===== config.mk =====
export PLATFORM = sky130hd
export DESIGN_NAME = lcd_ctrl_flat
export DESIGN_NICKNAME = d
export VERILOG_FILES = /design/src/rtl/lcd_ctrl_if.sv /design/src/rtl/lcd_ctrl.sv /design/src/flat_wrapper.sv
export SDC_FILE = /design/constraint.sdc
export NUM_CORES = 1
export LEC_CHECK = 0
export BUFFER_PORTS_ARGS = -buffer_cell sky130_fd_sc_hd__buf_2
export CAP_MARGIN = 40
export CORE_MARGIN = 10
export CORE_UTILIZATION = 40
export DETAILED_ROUTE_END_ITERATION = 6
export GPL_ROUTABILITY_DRIVEN = 0
export SLEW_MARGIN = 20
export SYNTH_ARGS = -nofsm -noshare
export SYNTH_HDL_FRONTEND = slang
export SYNTH_SLANG_ARGS = --single-unit
export TNS_END_PERCENT = 1

===== constraint.sdc =====
create_clock -name i_clk -period 2.7 [get_ports i_clk]
set_input_delay 0.27 -clock i_clk [delete_from_list [all_inputs] [get_ports i_clk]]
set_output_delay 0.27 -clock i_clk [all_outputs]
set_load 0.05 [all_outputs]

===== src/rtl/lcd_ctrl_if.sv =====
// LSU-side register port of the character-LCD controller: store strobe,
// store data and status readback.
//
// Handshake: i_lcd_wren is a one-cycle strobe qualified by i_lcd_wdata and
// has no ready. A write is accepted at the rising edge where wren is high.
// o_lcd_status[1] (full) is advisory backpressure: a push made while the
// FIFO is full and not popping at that edge is dropped and sets sticky ovf.
interface lcd_ctrl_if;
    logic        i_lcd_wren;
    logic [31:0] i_lcd_wdata;
    logic [31:0] o_lcd_status;

    modport master (
        output i_lcd_wren,
        output i_lcd_wdata,
        input  o_lcd_status
    );

    modport slave (
        input  i_lcd_wren,
        input  i_lcd_wdata,
        output o_lcd_status
    );
endinterface


===== src/rtl/lcd_ctrl.sv =====
// HD44780-style write-only LCD controller: a small command FIFO fed by LSU
// stores, drained by a timing FSM that drives RS/DATA/EN with setup, enable,
// hold and execution-wait phases.
module lcd_ctrl #(
    parameter int DEPTH       = 4,
    parameter int T_SETUP     = 2,
    parameter int T_EN        = 12,
    parameter int T_HOLD      = 2,
    parameter int T_EXEC      = 2000,
    parameter int T_EXEC_LONG = 82000
) (
    input  logic       i_clk,
    input  logic       i_reset,
    lcd_ctrl_if.slave  lsu,
    output logic [7:0] o_lcd_data,
    output logic       o_lcd_rs,
    output logic       o_lcd_rw,
    output logic       o_lcd_en,
    output logic       o_lcd_on,
    output logic       o_lcd_blon,
    output logic [2:0] o_dbg_state
);
    localparam int AW = $clog2(DEPTH);
    localparam int CW = $clog2(T_EXEC_LONG + 1);

    localparam logic [AW:0]   FULL_CNT  = (AW + 1)'(DEPTH);
    localparam logic [CW-1:0] LD_SETUP  = CW'(T_SETUP - 1);
    localparam logic [CW-1:0] LD_EN     = CW'(T_EN - 1);
    localparam logic [CW-1:0] LD_HOLD   = CW'(T_HOLD - 1);
    localparam logic [CW-1:0] LD_EXEC   = CW'(T_EXEC - 1);
    localparam logic [CW-1:0] LD_EXEC_L = CW'(T_EXEC_LONG - 1);

    typedef enum logic [2:0] {
        S_IDLE  = 3'd0,
        S_SETUP = 3'd1,
        S_EN_HI = 3'd2,
        S_HOLD  = 3'd3,
        S_WAIT  = 3'd4
    } state_t;

    state_t        state, state_nxt;
    logic [CW-1:0] cnt, cnt_ld;

    logic [8:0]    mem [DEPTH];
    logic [AW-1:0] wr_ptr, rd_ptr;
    logic [AW:0]   count;
    logic          ovf;

    logic push_req, push_ok, pop, full, busy, is_long;
    logic unused_wdata;

    // Bits of the store word that carry no meaning for this block.
    assign unused_wdata = ^lsu.i_lcd_wdata[28:9];

    assign full     = (count == FULL_CNT);
    assign pop      = (state == S_IDLE) && (count != '0);
    assign push_req = lsu.i_lcd_wren && !lsu.i_lcd_wdata[29];
    // A simultaneous pop frees the slot, so a push into a full FIFO is kept.
    assign push_ok  = push_req && (!full || pop);
    // Clear display (0x01) and return home (0x02) need the long wait.
    assign is_long  = !o_lcd_rs && ((o_lcd_data == 8'h01) || (o_lcd_data == 8'h02));

    // FIFO storage; contents are only meaningful below count, so no reset.
    always_ff @(posedge i_clk) begin
        if (push_ok) begin
            mem[wr_ptr] <= {lsu.i_lcd_wdata[8], lsu.i_lcd_wdata[7:0]};
        end
    end

    // FIFO pointers, occupancy and sticky overflow flag.
    always_ff @(posedge i_clk or negedge i_reset) begin
        if (!i_reset) begin
            wr_ptr <= '0;
            rd_ptr <= '0;
            count  <= '0;
            ovf    <= 1'b0;
        end else begin
            if (push_ok) wr_ptr <= wr_ptr + AW'(1);
            if (pop)     rd_ptr <= rd_ptr + AW'(1);
            case ({push_ok, pop})
                2'b10:   count <= count + (AW + 1)'(1);
                2'b01:   count <= count - (AW + 1)'(1);
                default: count <= count;
            endcase
            if (push_req && !push_ok) ovf <= 1'b1;
        end
    end

    // Panel bus latch (loaded on pop, held through WAIT) and power controls.
    always_ff @(posedge i_clk or negedge i_reset) begin
        if (!i_reset) begin
            o_lcd_rs   <= 1'b0;
            o_lcd_data <= 8'h00;
            o_lcd_on   <= 1'b0;
            o_lcd_blon <= 1'b0;
        end else begin
            if (pop) begin
                o_lcd_rs   <= mem[rd_ptr][8];
                o_lcd_data <= mem[rd_ptr][7:0];
            end
            if (lsu.i_lcd_wren) begin
                o_lcd_on   <= lsu.i_lcd_wdata[31];
                o_lcd_blon <= lsu.i_lcd_wdata[30];
            end
        end
    end

    // State register and phase counter: load on entry, count down to zero.
    always_ff @(posedge i_clk or negedge i_reset) begin
        if (!i_reset) begin
            state <= S_IDLE;
            cnt   <= '0;
        end else begin
            state <= state_nxt;
            if (state_nxt != state) begin
                cnt <= cnt_ld;
            end else if (cnt != '0) begin
                cnt <= cnt - CW'(1);
            end
        end
    end

    // Next-state selection and the counter value for the state being entered.
    always_comb begin
        state_nxt = state;
        cnt_ld    = '0;
        case (state)
            S_IDLE: begin
                if (count != '0) begin
                    state_nxt = S_SETUP;
                    cnt_ld    = LD_SETUP;
                end
            end
            S_SETUP: begin
                if (cnt == '0) begin
                    state_nxt = S_EN_HI;
                    cnt_ld    = LD_EN;
                end
            end
            S_EN_HI: begin
                if (cnt == '0) begin
                    state_nxt = S_HOLD;
                    cnt_ld    = LD_HOLD;
                end
            end
            S_HOLD: begin
                if (cnt == '0) begin
                    state_nxt = S_WAIT;
                    cnt_ld    = is_long ? LD_EXEC_L : LD_EXEC;
                end
            end
            S_WAIT: begin
                if (cnt == '0) begin
                    state_nxt = S_IDLE;
                end
            end
            default: begin
                state_nxt = S_IDLE;
            end
        endcase
    end

    // Moore outputs: enable strobe, fixed write mode, status word, debug state.
    always_comb begin
        o_lcd_en         = (state == S_EN_HI);
        o_lcd_rw         = 1'b0;
        o_dbg_state      = state;
        busy             = (state != S_IDLE) || (count != '0);
        lsu.o_lcd_status = '0;
        lsu.o_lcd_status[0]         = busy;
        lsu.o_lcd_status[1]         = full;
        lsu.o_lcd_status[2]         = ovf;
        lsu.o_lcd_status[3 +: AW+1] = count;
    end

endmodule


===== src/flat_wrapper.sv =====
// flat-port wrapper written by rule: the top's interface ports become plain ports
module lcd_ctrl_flat 
#(
    parameter int DEPTH       = 4,
    parameter int T_SETUP     = 2,
    parameter int T_EN        = 12,
    parameter int T_HOLD      = 2,
    parameter int T_EXEC      = 2000,
    parameter int T_EXEC_LONG = 82000
)
  (i_clk, i_reset, o_lcd_data, o_lcd_rs, o_lcd_rw, o_lcd_en, o_lcd_on, o_lcd_blon, o_dbg_state, lsu_i_lcd_wren, lsu_i_lcd_wdata, lsu_o_lcd_status);
  lcd_ctrl_if lsu_i ();
  input  logic i_clk;
  input  logic i_reset;
  output logic [7:0] o_lcd_data;
  output logic o_lcd_rs;
  output logic o_lcd_rw;
  output logic o_lcd_en;
  output logic o_lcd_on;
  output logic o_lcd_blon;
  output logic [2:0] o_dbg_state;
  input wire logic [$bits(lsu_i.i_lcd_wren)-1:0] lsu_i_lcd_wren;
  input wire logic [$bits(lsu_i.i_lcd_wdata)-1:0] lsu_i_lcd_wdata;
  output wire logic [$bits(lsu_i.o_lcd_status)-1:0] lsu_o_lcd_status;
  assign lsu_i.i_lcd_wren = lsu_i_lcd_wren;
  assign lsu_i.i_lcd_wdata = lsu_i_lcd_wdata;
  assign lsu_o_lcd_status = lsu_i.o_lcd_status;
  lcd_ctrl #(.DEPTH(DEPTH), .T_SETUP(T_SETUP), .T_EN(T_EN), .T_HOLD(T_HOLD), .T_EXEC(T_EXEC), .T_EXEC_LONG(T_EXEC_LONG)) u_core (.i_clk(i_clk), .i_reset(i_reset), .lsu(lsu_i), .o_lcd_data(o_lcd_data), .o_lcd_rs(o_lcd_rs), .o_lcd_rw(o_lcd_rw), .o_lcd_en(o_lcd_en), .o_lcd_on(o_lcd_on), .o_lcd_blon(o_lcd_blon), .o_dbg_state(o_dbg_state));
endmodule

==> impl_results.md, run 1 <==
- Status: completed
- Worst vdd ir: 0.000364 V
- Drt initial violations: around 110
- Pwr dens: 1130 mW/mm2
- Final WL: around 7 mm
- Final period utilization: 0.859
- Avg Cell Area, Syn: between 10 and 15 um2
- CTS max path bufs: 2
- Max incr delay on CP: ~0.47 ns
- Most used DFF post-synth: dfrtp_1
- Initial antenna violation count: 0
- Setup CP Type: flop to flop
- Max-cap violations: 0
- Final global-route overflow total: 0
- DIE AREA: ~0.013 mm2
- Via density: roughly 4.9
- TNS Setup: 0 ns
- HPWL Detailed: approximately 5.3 mm
- Max H-tree Level: 3
- Slew Limit Fails: 0
- # clock sinks: 75
- First-pass GRT wire length: 11.7 mm
- Post-DR wirelength/cell: between 15 and 20 um
- Remaining antenna violation count: 0
- R2R depth: 8
- Min-delay src: lsu_i_lcd_wdata[5]
- EDFF count, synth: 36
- Reg2reg end: u_core.count[2]
- Setup Skew: between 0.01 and 0.015 ns
- Skew-Pair Late Insertion Delay: around 0.36 ns
- CP Cell Sequence: or3_1, or2_2, nor2_1, inv_1, fa_1, nor2_1, a22oi_1, xnor2_1
- Top cell family by delay on the critical path: simple AND/OR/NAND/NOR gates
- CTS root buf: clkbuf_8
- Post-CTS Setup Inserts: 0
- Ant. Diodes: 0
- Worst path required time: approximately 3 ns
- Count of input and output buffers: 35
- Power Total: approximately 4.6 mW
- Crit path launch type: flop
- Total number of vias: ~2200
- Final nets: between 300 and 400
- Worst-Margin Slew: 0.653 ns
- Global Route Usage Sum: 0.110
- Largest net degree at the start of global routing: 26
- CP most frequent cell: nor2_1
- Pre-antenna DRT Iters: 4
- Slew headroom: 0.565
- Highest net fanout along the worst path: 8
- Worst Hold Class: input port to flop
- Synth-to-layout area growth: 11.9%
- Synthesized area: 0.00364 mm2
- Layout cells sized above 1: 0.240
- Share of synthesized registers carrying an async set or reset: 0.520
- Reg clk slew, reported paths: roughly 0.09 ns
- Commonest cells after routing, fill and taps aside: dfrtp_1 (39), nand2_1 (38), edfxtp_1 (36)
- Core Region: just under 0.009 mm2
- Worst r2r src: u_core.o_dbg_state[0]
- Unique masters post-synth: 54
- Num CTS Buffers: 9
- Crit path DAT: 2.56 ns
- Period minus WS final: ~2.3 ns
- Gate count of the mapped netlist: between 200 and 300
- Leak Pwr: ~1.7 nW
- Final Hold Viols: 0
- Slowest cell on the critical path: dfrtp_1
- TritonCTS clock tree: yes
- R2R Setup Slk: 0.38 ns
- Std cell rows: 34
- Setup violations, final: 0
- DRC: 0
- Vias in the first global route: about 2400
- Unrepaired setup endpoints after global routing: false
- Die Y: approximately 120 um
- Initial core utilization: 0.414
- Commonest non-fill, non-tap cell in the layout: dfrtp_1
- Synthesis-stage register bit count: 75
- Worst path bufs/invs: 1
- WHS Path Cells: 1
- Synth warn: 0
- Max Freq: around 430 MHz
- Die width: around 120 um
- Sequential area share after synthesis: 0.564
- Hold Path End: u_core.mem[3][5]
- Top Ports: 83
- Critical path endpoint category: flop
[flip-flops by register name, summed over array words and instances, names as in the netlist]
register / cells
u_core.ovf: 1
u_core.count: 3
u_core.o_lcd_blon: 1
u_core.o_lcd_on: 1
u_core.o_lcd_data: 8
u_core.rd_ptr: 2
u_core.o_dbg_state: 3
u_core.wr_ptr: 2
u_core.cnt: 17
u_core.mem: 36
u_core.o_lcd_rs: 1
[metrics by stage]
| stage | util | cells | cell area [um2] | hold WS [ns] | worst slack, ns |
|---|---|---|---|---|---|
| 3_3_place_gp | 0.437 | 431 | 3850 | 0.440 | 0.444 |
| 3_5_place_dp | 0.439 | 432 | 3870 | 0.201 | 0.389 |
| 4_1_cts | 0.463 | 449 | 4080 | 0.111 | 0.368 |
| 2_1_floorplan | - | 320 | 3740 | -0.0256 | 0.00277 |
| 5_1_grt | 0.463 | 449 | 4080 | 0.118 | 0.273 |
| 6_report | 0.463 | 449 | 4080 | 0.122 | 0.381 |
[worst register-to-register path, delay by kind of cell (launching register included)]
| family | cells | cell delay [ns] |
|---|---|---|
| AND/OR/NAND/NOR | 4 | 1.04 |
| flip-flops | 1 | 0.47 |
| adder cells (fa/ha/maj) | 1 | 0.39 |
| XOR/XNOR | 1 | 0.14 |
| AO/OA/AOI/OAI | 1 | 0.10 |
| buffers and inverters | 1 | 0.08 |
[synth_stat cells (5+ instances only)]
| cell | number | area, um2 |
|---|---|---|
| buf_4 | 30 | 225 |
| nand2_1 | 38 | 143 |
| ha_1 | 6 | 75.1 |
| edfxtp_1 | 36 | 1080 |
| o21ai_0 | 8 | 40.0 |
| xor2_1 | 6 | 52.6 |
| nor2_1 | 21 | 78.8 |
| and2_1 | 5 | 31.3 |
| mux4_2 | 9 | 203 |
| dfrtp_1 | 39 | 976 |
| clkbuf_1 | 7 | 26.3 |
| xnor2_1 | 12 | 105 |
| inv_1 | 8 | 30.0 |
| nor3_1 | 7 | 35.0 |
[logic make-up after synthesis]
group,count (synthesis),synth area share
mux,12,0.0645
other cells,1,0.00103
simple gates,100,0.156
xor+xnor,18,0.0433
flops,75,0.564
buf+inv,48,0.0807
fa+ha+maj,7,0.0261
compound gates,33,0.0642
[where the power goes]
group          switching [mW]  total [mW]  internal [mW]
clock network           0.437       0.873          0.437
logic                    1.16        1.85          0.690
registers               0.363        1.87           1.50
[how the worst max path moves through the flow]
stage | depth (start not counted) | to | start
5_1_grt | 8 | u_core.count[2] | u_core.o_dbg_state[0]
4_1_cts | 8 | u_core.count[2] | u_core.o_dbg_state[0]
3_3_place_gp | 7 | u_core.cnt[16] | u_core.cnt[0]
3_5_place_dp | 8 | u_core.count[2] | u_core.o_dbg_state[0]
6_report | 8 | u_core.count[2] | u_core.o_dbg_state[0]
2_1_floorplan | 10 | u_core.count[2] | u_core.o_dbg_state[1]
[timing repair]
action / CTS / global route
hold buffers: 1 / 0
gates resized for setup: 0 / 0
hold endpoints to repair: 14 / 0
[cell type report]
class	instances	area (um2)
repair buffers	45	265
inverters	8	30.0
well taps	108	135
flip-flops and latches	75	2060
clock inverters	6	72.6
clock buffers	10	128
multi-input cells	197	1390
fillers	815	4730
[layer usage]
layer / part of all wire / up-vias / track usage / wire (um)
li1: - / 1078 / - / -
met1: 0.42 / 1081 / 0.123 / 2980
met2: 0.51 / 43 / 0.194 / 3660
met3: 0.052 / 12 / 0.0326 / 374
met4: 0.018 / 0 / 0.0456 / 128
met5: 0 / - / 0 / 0
(Power assumes the default switching activity.)
==> run 2, diff against run 1 <==
- BUFFER_PORTS_ARGS: -buffer_cell sky130_fd_sc_hd__buf_2 -> -buffer_cell sky130_fd_sc_hd__buf_4
- REMOVE_ABC_BUFFERS: unset -> 1
- SKIP_LAST_GASP: unset -> 1
==> run 2 against run 1 <==
Global-route usage down 0.26 points. Largest cell class unchanged. Die area unchanged. Hold slack worse by 0.021 ns. Sequential power about the same. Maximum frequency up 2.3%. Clock-buffer cell count down 1.
==> impl_results.md, run 2 (synthesized netlist as in run 1, its figures left out) <==
- Status: completed
- Power Total: about 4.6 mW
- Max-cap violations: 0
- Final WL: around 6.9 mm
- Synth-to-layout area growth: 13.8%
- Crit path launch type: flop
- Worst vdd ir: between 0.0004 and 0.0005 V
- Remaining antenna violation count: 0
- Vias in the first global route: 2266
- Reg clk slew, reported paths: roughly 0.10 ns
- Skew-Pair Late Insertion Delay: between 0.3 and 0.4 ns
- Post-DR wirelength/cell: around 15 um
- Slew Limit Fails: 0
- Worst-Margin Slew: 0.643 ns
- Die width: around 120 um
- First-pass GRT wire length: between 10 and 15 mm
- Num CTS Buffers: 9
- Top Ports: slightly above 80
- HPWL Detailed: 5.06 mm
- CP Launch Point: u_core.cnt[0]
- Largest reg by FF count: u_core.mem
- Largest net degree at the start of global routing: 40
- Worst r2r src: u_core.cnt[0]
- Final Hold Viols: 0
- # resized after CTS: 0
- Die Y: around 120 um
- Global Route Usage Sum: 0.108
- Layout cells sized above 1: 0.243
- Crit path DAT: around 2.6 ns
- Count of input and output buffers: 35
- Final period utilization: 0.840
- CTS root buf: clkbuf_8
- Std cell rows: 34
- Commonest cells after routing, fill and taps aside: buf_4 (44), dfrtp_1 (39), nand2_1 (38)
- Post-CTS Setup Inserts: 0
- Worst path required time: 2.99 ns
- Pwr dens: about 1100 mW/mm2
- Core Region: 0.00881 mm2
- DIE AREA: 0.0133 mm2
- Post-CTS Hold Buffers: 1
- Max Freq: between 400 and 500 MHz
- Setup violations, final: 0
- Largest regs: u_core.mem: 36 flops, u_core.cnt: 17 flops, u_core.o_lcd_data: 8 flops
- Max H-tree Level: 3
- Setup Skew: around 0.012 ns
- Slew headroom: 0.571
- Initial core utilization: 0.414
- Highest net fanout along the worst path: 9
- Initial antenna violation count: 0
- Final global-route overflow total: 0
- Min-delay src: lsu_i_lcd_wdata[2]
- Via density: 5.01
- Max FFs per register: 36
- Worst Hold Class: input port to flop
- TritonCTS clock tree: yes
- TNS Setup: 0 ns
- CTS max path bufs: 2
- Commonest non-fill, non-tap cell in the layout: buf_4
- Final nets: approximately 380
- Fillers: 814
- Leak Pwr: around 1.7 nW
- Drt initial violations: 52
- # clock sinks: 75
- DRC: 0
- Ant. Diodes: 0
- Setup CP Type: flop to flop
- Pre-antenna DRT Iters: 4
- Total number of vias: approximately 2200
- Critical path endpoint category: flop
- Period minus WS final: between 2 and 2.5 ns
- Unrepaired setup endpoints after global routing: false
run 2: changes by cell type in the layout (fill, tap and decap cells not counted), sizes merged:
cell,change
clkinvlp,-1
clkinv,-2
bufinv,-1
clkbuf,-1
inv,+5
run 2: cell type report:
class	count	area [um2]	area share
sequential	75	2060	0.496
timing repair buffer	45	340	0.0820
multi-input combinational	197	1390	0.335
inverter	8	30.0	0.00724
clock buffer	9	124	0.0299
tap	108	135	0.0326
clock inverter	7	71.3	0.0172
run 2: worst max-delay path, stage by stage (launching register included):
cell     delay [ns]
dfrtp_1        0.43
inv_1          0.12
ha_1           0.16
nor4b_4        0.29
nand4_4        0.24
or4_4          0.63
a31o_1         0.24
a21oi_2        0.09
run 2: final timing paths:
kind                                             end  slack, ns  depth (start not counted)
worst max-delay path                  u_core.cnt[16]       0.43                          7
worst min-delay path                u_core.mem[2][2]       0.10                          1
worst max register to register        u_core.cnt[16]       0.43                          7
worst min register to register            u_core.ovf       0.48                          1
max in group asynchronous       u_core.o_lcd_data[1]       1.93                          2
min in group asynchronous             u_core.cnt[12]       0.42                          2
run 2: stage by stage:
step	worst slack (ns)	hold WS (ns)	util	instances	cell area (um2)
2_1_floorplan	0.0562	-0.0256	-	280	3480
3_3_place_gp	0.460	0.281	0.448	432	3940
3_5_place_dp	0.449	0.282	0.448	432	3940
4_1_cts	0.412	0.0884	0.471	449	4150
5_1_grt	0.301	0.0783	0.471	449	4150
6_report	0.432	0.101	0.471	449	4150
run 2: power breakdown:
group	leakage (nW)	switching (mW)	total [mW]	internal, mW
Clock	0.103	0.494	0.863	0.369
Combinational	0.814	1.14	1.91	0.765
Sequential	0.809	0.361	1.86	1.50
run 2: metal layers:
metal	share of wire	vias to the layer above	track usage
li1	-	1079	-
met1	0.43	1107	0.123
met2	0.50	57	0.186
met3	0.061	5	0.0367
met4	0.010	0	0.0355
met5	0	-	0
==> run 3, diff against run 2 <==
- ABC_AREA: unset -> 1
- clock period: 2.7 -> 1.8 ns (I/O delays scaled with it)
==> run 3 against run 2 <==
Hold slack worse by 0.073 ns. Synthesized cell count is 35% higher. Clock power up 34%. Sequential power rose by 9%. Sequential share of layout area decreased by 2.9 points. Via count is 20% higher.
==> impl_results.md, run 3 <==
- Status: completed
- Sequential area share after synthesis: 0.545
- Via density: roughly 4.7
- R2R depth: 9
- Die Y: 117 um
- Unrepaired setup endpoints after global routing: true
- Ranking of synthesized cells by area: edfxtp_1 (29%), dfrtp_1 (26%), buf_4 (6.2%), nand2_1 (5.6%), nor2_1 (5.4%)
- Final WL: between 7 and 8 mm
- NetSw: around 1.4 mW
- Sw frac: 0.331
- Worst path required time: approximately 1.9 ns
- CTS root buf: clkbuf_8
- CTS max path bufs: 2
- Most common cell in the netlist: nand2_1
- Commonest cells after routing, fill and taps aside: buf_4 (58), nand2_1 (55), nor2_1 (53)
- Final global-route overflow total: 0
- Synth-to-layout area growth: 16.8%
- Yosys top cell area share: 0.286
- TritonCTS clock tree: yes
- Internal power: between 2 and 3 mW
- Setup CP Type: flop to flop
- Avg Cell Area, Syn: approximately 9.5 um2
- EDFF count, synth: 36
- Gate count of the mapped netlist: slightly below 400
- Global Route Usage Sum: 0.117
- Max-cap violations: 0
- Total number of vias: approximately 2700
- Layout cells sized above 1: 0.240
- Skew-Pair Late Insertion Delay: approximately 0.35 ns
- Core Region: around 0.0092 mm2
- HPWL Detailed: ~5.8 mm
- Synth warn: 0
- Final period utilization: 0.946
- Std cell rows: 35
- Top Ports: 83
- Max H-tree Level: 3
- Count of input and output buffers: 35
- Final Hold Viols: 0
- Pre-antenna DRT Iters: 4
- Setup Skew: ~0.0087 ns
- Post-DR wirelength/cell: roughly 14 um
- Vias in the first global route: around 2600
- Power Total: about 4.2 mW
- Max Freq: roughly 590 MHz
- Largest net degree at the start of global routing: 40
- Pre-CTS WS: around 0.018 ns
- Commonest cells post-synth: nand2_1 (56), nor2_1 (54), inv_1 (42), dfrtp_1 (39), edfxtp_1 (36)
- Worst Hold Class: input port to flop
- Die width: 117 um
- Crit path launch type: flop
- Highest net fanout along the worst path: 9
- Period minus WS final: around 1.7 ns
- Reg clk slew, reported paths: about 0.080 ns
- Share of synthesized registers carrying an async set or reset: 0.520
- DIE AREA: roughly 0.014 mm2
- Initial core utilization: 0.410
- WHS Path Cells: 1
- First-pass GRT wire length: 12.5 mm
- Largest area contributor in the netlist: edfxtp_1
- Critical path endpoint category: flop
- Remaining antenna violation count: 0
- Slew Limit Fails: 0
- Synthesized area: roughly 0.0038 mm2
- Num CTS Buffers: 9
- Clock share of power: 0.278
- Setup violations, final: 0
- Ant. Diodes: 0
- Largest regs: u_core.mem: 36 flops, u_core.cnt: 17 flops, u_core.o_lcd_data: 8 flops
- Unique masters post-synth: 36
- # clock sinks: 75
- Most used DFF post-synth: dfrtp_1
- Crit path DAT: 1.75 ns
- Commonest non-fill, non-tap cell in the layout: buf_4
- Pwr dens: between 900 and 1000 mW/mm2
- R2R Setup Slk: 0.1 ns
- Initial antenna violation count: 0
- Max FFs per register: 36
- Worst vdd ir: ~0.00054 V
- Seq pwr share: 0.486
- Final nets: 500
- Placed cell areas: 0.00417 mm2
- DRC: 0
- Comb pwr share: 0.236
- Synthesis-stage register bit count: 75
- Drt initial violations: ~120
- Leak Pwr: about 2.0 nW
- Fin area: about 0.0044 mm2
- Largest reg by FF count: u_core.mem
- Final setup margin: approximately 0.097 ns
-- run 3: cell count changes in the layout (fill, tap and decap cells not counted), moves of 7 or more --
cell / previous run / this run
nand2_1: 38 / 55
o21ai_0: 8 / 28
inv_1: 8 / 39
a21oi_1: 3 / 13
mux4_2: 9 / 0
buf_4: 44 / 58
nor2_1: 21 / 53
nor2_2: 0 / 7
xnor2_1: 12 / 4
nand3_1: 3 / 13
inv_2: 0 / 7
nand2_2: 0 / 7
-- run 3: stage by stage --
stage                     TNS (ns)  cells   util  hold WS [ns]
after floorplan             -22.29    386      -        -0.116
after global placement           0    553  0.453         0.186
after detailed placement         0    553  0.453         0.192
after CTS                        0    570  0.474       0.00878
after global routing       -0.0710    574  0.479       0.00269
final                            0    574  0.479        0.0277
-- run 3: logic make-up (layout without fill, tap and decap cells) --
logic type | Yosys count | after routing | synth area share
other cells | 1 | 27 | 0.000993
xor+xnor | 15 | 15 | 0.0348
buf+inv | 85 | 125 | 0.118
flops | 75 | 75 | 0.545
fa+ha+maj | 7 | 7 | 0.0252
simple gates | 158 | 158 | 0.195
compound gates | 56 | 56 | 0.0809
-- run 3: worst max-delay path, stage by stage (launching register included) --
cell	delay [ns]
dfrtp_1	0.40
inv_2	0.10
nand2_4	0.08
nor2_4	0.14
nand2_4	0.08
nand2_2	0.09
nand2_4	0.05
buf_4	0.16
nor2_1	0.09
buf_4	0.21
-- run 3: final cells by class --
cell class	instances	area [um2]
inverter	48	183
clock buffer	10	128
multi-input combinational	263	1390
timing repair inverter	1	7.51
timing repair buffer	60	457
tap	111	139
clock inverter	6	48.8
sequential	75	2060
fill	904	4790
-- run 3: per-layer routing --
layer  share of wire  GRT usage
met4          0.0050     0.0371
met3           0.050     0.0316
met2            0.52      0.198
met1            0.43      0.142
met5               0          0
-- run 3: repair_timing --
item,in CTS,in global routing
cloned,0,1
resized for setup,1,9
endpoints found under the setup margin,4,37
endpoints found under the hold margin,39,0
buffers inserted,0,3
pin swaps,0,1
hold buffers,1,0
-- run 3: power by group through the flow --
stage / Sequential (mW) / Combinational [mW] / Clock, mW
after floorplan: 2.24 / 0.449 / 0
after global placement: 2.06 / 0.941 / 0
after detailed placement: 2.07 / 0.962 / 0
after CTS: 2.03 / 0.965 / 1.21
after global routing: 2.04 / 1.09 / 1.29
final: 2.03 / 0.989 / 1.16
-- run 3: path summary, 6_finish.rpt --
check	to	start
min	u_core.mem[2][4]	lsu_i_lcd_wdata[4]
max in group asynchronous	u_core.o_lcd_blon	i_reset
max	u_core.mem[2][3]	u_core.o_dbg_state[0]
min in group asynchronous	u_core.cnt[5]	i_reset
max reg2reg	u_core.mem[2][3]	u_core.o_dbg_state[0]
min reg2reg	u_core.ovf	u_core.ovf
